## src/rtl/fixed_point_addsub_pipe.sv

```systemverilog
// Two-stage sign-magnitude fixed-point add/subtract with valid/ready handshake.
// Build option: define FXP_ADDSUB_SATURATE_EN to saturate the magnitude on overflow instead of wrapping.
module fixed_point_addsub_pipe #(
  parameter int N = 32,
  parameter int Q = 15
) (
  input  logic         clk,
  input  logic         rst_n,
  input  logic         in_valid,
  output logic         in_ready,
  input  logic [N-1:0] a,
  input  logic [N-1:0] b,
  input  logic         sub,
  output logic         out_valid,
  input  logic         out_ready,
  output logic [N-1:0] c,
  output logic         ovf
);

  localparam int M = N - 1;

  // Q only names the binary point; both operands share it, so it never reaches the datapath.
  if (N < 4 || Q > N - 2) begin : g_bad_params
    $error("fixed_point_addsub_pipe: need N >= 4 and Q <= N-2");
  end

  logic         s1_valid_q, s1_valid_d;
  logic [M-1:0] ma_q, ma_d;
  logic [M-1:0] mb_q, mb_d;
  logic         a_sign_q, a_sign_d;
  logic         eff_sb_q, eff_sb_d;
  logic         same_q, same_d;
  logic         a_ge_q, a_ge_d;

  logic         s2_valid_q, s2_valid_d;
  logic [N-1:0] c_q, c_d;
  logic         ovf_q, ovf_d;

  logic         s2_load;
  logic         s1_load;

  assign s2_load   = !s2_valid_q || out_ready;
  assign s1_load   = !s1_valid_q || s2_load;
  assign in_ready  = s1_load;
  assign out_valid = s2_valid_q;
  assign c         = c_q;
  assign ovf       = ovf_q;

  // Stage 1: split into magnitudes and classify the operation.
  always_comb begin
    s1_valid_d = s1_valid_q;
    ma_d       = ma_q;
    mb_d       = mb_q;
    a_sign_d   = a_sign_q;
    eff_sb_d   = eff_sb_q;
    same_d     = same_q;
    a_ge_d     = a_ge_q;
    if (s1_load) begin
      s1_valid_d = in_valid;
      if (in_valid) begin
        ma_d     = a[M-1:0];
        mb_d     = b[M-1:0];
        a_sign_d = a[N-1];
        eff_sb_d = b[N-1] ^ sub;
        same_d   = (a[N-1] == (b[N-1] ^ sub));
        a_ge_d   = (a[M-1:0] >= b[M-1:0]);
      end
    end
  end

  logic [N-1:0] sum_w;
  logic [M-1:0] mag_w;
  logic         sign_w;
  logic         ovf_w;

  // Stage 2 arithmetic on the registered magnitudes.
  always_comb begin
    sum_w  = {1'b0, ma_q} + {1'b0, mb_q};
    mag_w  = '0;
    sign_w = a_sign_q;
    ovf_w  = 1'b0;
    if (same_q) begin
      ovf_w = sum_w[N-1];
`ifdef FXP_ADDSUB_SATURATE_EN
      mag_w = sum_w[N-1] ? {M{1'b1}} : sum_w[M-1:0];
`else
      mag_w = sum_w[M-1:0];
`endif
    end else if (a_ge_q) begin
      mag_w = ma_q - mb_q;
    end else begin
      mag_w  = mb_q - ma_q;
      sign_w = eff_sb_q;
    end
    // Never emit negative zero, including a wrapped overflow that lands on zero.
    if (mag_w == '0) begin
      sign_w = 1'b0;
    end
  end

  always_comb begin
    s2_valid_d = s2_valid_q;
    c_d        = c_q;
    ovf_d      = ovf_q;
    if (s2_load) begin
      s2_valid_d = s1_valid_q;
      if (s1_valid_q) begin
        c_d   = {sign_w, mag_w};
        ovf_d = ovf_w;
      end
    end
  end

  always_ff @(posedge clk or negedge rst_n) begin
    if (!rst_n) begin
      s1_valid_q <= 1'b0;
      ma_q       <= '0;
      mb_q       <= '0;
      a_sign_q   <= 1'b0;
      eff_sb_q   <= 1'b0;
      same_q     <= 1'b0;
      a_ge_q     <= 1'b0;
      s2_valid_q <= 1'b0;
      c_q        <= '0;
      ovf_q      <= 1'b0;
    end else begin
      s1_valid_q <= s1_valid_d;
      ma_q       <= ma_d;
      mb_q       <= mb_d;
      a_sign_q   <= a_sign_d;
      eff_sb_q   <= eff_sb_d;
      same_q     <= same_d;
      a_ge_q     <= a_ge_d;
      s2_valid_q <= s2_valid_d;
      c_q        <= c_d;
      ovf_q      <= ovf_d;
    end
  end

endmodule

```

## config.mk

```make
export PLATFORM = sky130hd
export DESIGN_NAME = fixed_point_addsub_pipe
export DESIGN_NICKNAME = d
export VERILOG_FILES = /design/src/rtl/fixed_point_addsub_pipe.sv
export SDC_FILE = /design/constraint.sdc
export NUM_CORES = 1
export LEC_CHECK = 0
export ABC_CLOCK_PERIOD_IN_PS = 3200
export CAP_MARGIN = 10
export CELL_PAD_IN_SITES_DETAIL_PLACEMENT = 2
export CELL_PAD_IN_SITES_GLOBAL_PLACEMENT = 2
export CORE_UTILIZATION = 31
export DETAILED_ROUTE_END_ITERATION = 8
export PLACE_DENSITY = 0.84
export SYNTH_ARGS = -nofsm -noshare
export SYNTH_HDL_FRONTEND = slang
export SYNTH_SLANG_ARGS = --single-unit
export TNS_END_PERCENT = 30
```

## constraint.sdc

```tcl
create_clock -name clk -period 3.2 [get_ports clk]
set_input_delay 0.64 -clock clk [delete_from_list [all_inputs] [get_ports clk]]
set_output_delay 0.64 -clock clk [all_outputs]
set_load 0.02 [all_outputs]
```

==> flow_summary.json <==
{
  "combPwrFrac": 0.673,
  "utilization": 0.454,
  "regToRegEndpoint": "c[31]$_DFFE_PN0P_",
  "cts-htree-levels": 3,
  "netSwitchingPower_uw": 4440,
  "final_net_count": 1679,
  "r2r_setup_slack_ns": -0.48,
  "drc_errors": 0,
  "synth-edff-count": 0,
  "portBuffers": 103,
  "rsz0062_at_grt": "yes",
  "fmax_mhz": 271,
  "internal-power_uw": 5010,
  "cts_tree": "done",
  "grt_pass1_wl_mm": 70.8,
  "grt_usage": 0.302,
  "ios": 104,
  "avgRoutedWirePerCell_um": 25.0,
  "area_growth_pct": 43.4,
  "postSynthAreaPerCell_um2": 8.15,
  "fp-row-count": 63,
  "syn_area_um2": 9410,
  "start_util": 0.317,
  "leakage_uw": 0.00627,
  "hp-class": "input pin to asynchronous set/reset pin",
  "dieArea_um2": 31000,
  "place_congestion": 0.950,
  "via_per_inst": 5.70,
  "worst_ep_required_time_ns": 3.47,
  "finalHoldViolCount": 0,
  "drt_iter0_markers": 760,
  "p_per_area_nw_per_um2": 701,
  "cap_violations": 0,
  "die_h_um": 176,
  "fin_crit_ns": 3.68,
  "yosys_warnings": 0,
  "chipWidth_um": 176,
  "period_share": 1.15,
  "routed_wl_mm": 47.0,
  "clkTransAtPathRegs_ns": 0.09,
  "async_flop_share": 1.00,
  "status": "finished with violations",
  "cts_buffer_depth": 2,
  "ir_drop_mv": 0.364,
  "report.final.slew_viol_count": 0,
  "gr-total-overflow": 0,
  "seqPwrFrac": 0.198,
  "grt_pass1_vias": 11900,
  "n_antenna_cell": 0,
  "worst_pin_slew_ns": 0.791,
  "clock_latency_ns": 0.40,
  "dpl.hpwl_mm": 36.4,
  "design.core.area_um2": 29700,
  "grt_max_degree": 100,
  "ys_ff_latch": 101,
  "synth_nets": 1348,
  "yosysSeqAreaShare": 0.269,
  "worstSetupPathType": "register to register",
  "clock_skew_ns": 0.0191,
  "multi_input_area_um2": 6580,
  "first_pass_iters": 5,
  "layout-drive-gt1-share": 0.279,
  "cp-end-kind": "register",
  "clockRootBuffer": "clkbuf_16",
  "timing.rr.start": "ma_q[0]$_DFFE_PN0P_",
  "postSynthCellCount": 1154,
  "fill_cells": 3256,
  "vias": 10700,
  "synth.distinct_cells": 73,
  "r2r_cells": 15,
  "slew-limit-headroom": 0.466,
  "seqCellArea_um2": 2530,
  "holdBufCountCts": 0,
  "worstPathMaxFanout": 4,
  "arrival_ns": 3.96,
  "clkPwrFrac": 0.128,
  "swShare": 0.470,
  "power.total_uw": 9450,
  "violations": "negative setup slack",
  "antenna_found_initial": 0,
  "ant_nets": 0,
  "setup_slack_ns": -0.485,
  "clock_sinks": 101,
  "setup_viol": 13,
  "start_kind": "register",
  "synthFlopType": "dfrtp_1",
  "cts_buffers": 9
}
==> cell type report <==
cell class	count	share of cell area
Multi-Input combinational cell	872	0.488
Timing Repair Buffer	372	0.230
Inverter	129	0.0359
Clock inverter	7	0.00594
Tap cell	390	0.0362
Clock buffer	9	0.0167
Sequential cell	101	0.187
==> flip-flops by register name (all words and copies together) (netlist names) <==
register,flops
same_q,1
ovf,1
eff_sb_q,1
ma_q,31
out_valid,1
s1_valid_q,1
a_sign_q,1
c,32
mb_q,31
a_ge_q,1
==> cells in the final DEF, fill, tap and decap left out, types with 19 or more instances in the layout <==
cell	instances
nand4_1	23
a21o_1	22
o21ai_0	88
a21oi_1	106
buf_4	260
inv_1	124
xnor2_1	22
clkdlybuf4s50_1	102
mux2_2	49
o211ai_1	19
nor3_1	20
nor2_1	62
dfrtp_1	100
nand2_1	95
ha_1	114
==> timing repair <==
item                                    4_1_cts  5_1_grt
buffers inserted                              6        6
pin swaps                                    15       14
cloned                                        0        0
endpoints found under the hold margin         0        0
endpoints found under the setup margin       18       21
resized for setup                            59       40
==> Yosys cell counts, types with 16 or more instances <==
cell | instances | area, um2
a21oi_1 | 118 | 591
o211ai_1 | 19 | 143
o21ai_0 | 101 | 505
dfrtp_1 | 101 | 2530
mux2_2 | 49 | 552
ha_1 | 122 | 1530
nand2_1 | 97 | 364
nand4_1 | 23 | 144
a21o_1 | 22 | 165
nor3_1 | 21 | 105
clkbuf_1 | 41 | 154
nor2_1 | 65 | 244
xnor2_1 | 28 | 245
o31ai_1 | 16 | 120
inv_1 | 127 | 477
==> worst max-delay path, cell delays in order, from the launching register on <==
cell,delay (ns)
dfrtp_1,0.43
inv_1,0.09
ha_2,0.19
inv_2,0.05
fa_2,0.39
a211oi_2,0.27
o41ai_2,0.12
a221oi_2,0.39
o22ai_1,0.16
nor2_1,0.15
xnor2_1,0.10
or4_4,0.55
nor4b_4,0.24
nand4_1,0.14
nor4_2,0.17
a31oi_1,0.11
==> metal layers <==
metal	part of all wire	up-vias	GRT usage
li1	-	4765	-
met4	0.040	0	0.132
met3	0.053	131	0.0487
met1	0.41	5387	0.359
met5	0	-	0
met2	0.49	429	0.533
==> cell families (layout without fill, tap and decap cells) <==
kind of cell | after synthesis | after routing | synth area share
compound gates | 385 | 385 | 0.256
simple gates | 280 | 280 | 0.142
buf+inv | 181 | 517 | 0.0742
fa+ha+maj | 125 | 125 | 0.169
flops | 101 | 101 | 0.269
mux | 51 | 51 | 0.0608
xor+xnor | 31 | 31 | 0.0289
==> how the worst max path moves through the flow <==
stage | start | to | slack [ns] | cells after the start
2_1_floorplan | ma_q[0]$_DFFE_PN0P_ | c[31]$_DFFE_PN0P_ | 0.009 | 15
3_3_place_gp | b[14] | a_ge_q$_DFFE_PN0P_ | -1.04 | 13
3_5_place_dp | b[14] | a_ge_q$_DFFE_PN0P_ | -1.07 | 13
4_1_cts | ma_q[0]$_DFFE_PN0P_ | c[31]$_DFFE_PN0P_ | -0.39 | 15
5_1_grt | ma_q[0]$_DFFE_PN0P_ | c[31]$_DFFE_PN0P_ | -0.61 | 15
6_report | ma_q[0]$_DFFE_PN0P_ | c[31]$_DFFE_PN0P_ | -0.48 | 15
==> power groups by stage <==
stage	clock (uW)	sequential, uW	combinational (uW)
after floorplan	0	2060	2440
after global placement	0	1830	5370
after detailed placement	0	1880	5720
after CTS	1230	1870	6010
after global routing	1270	1900	6700
final	1210	1870	6370
==> stage by stage <==
stage / worst slack (ns) / TNS (ns) / instances / hold slack (ns) / area [um2]
final: -0.485 / -1.70 / 1880 / 0.241 / 13500
after global routing: -0.611 / -3.06 / 1880 / 0.287 / 13500
after CTS: -0.391 / -0.606 / 1877 / 0.265 / 13300
after detailed placement: -1.07 / -3.48 / 1855 / 0.483 / 12700
after global placement: -1.04 / -1.52 / 1855 / 0.464 / 12700
after floorplan: 0.00923 / 0 / 1154 / 0.344 / 9410
Note: power is estimated with default switching activity, not from simulation.
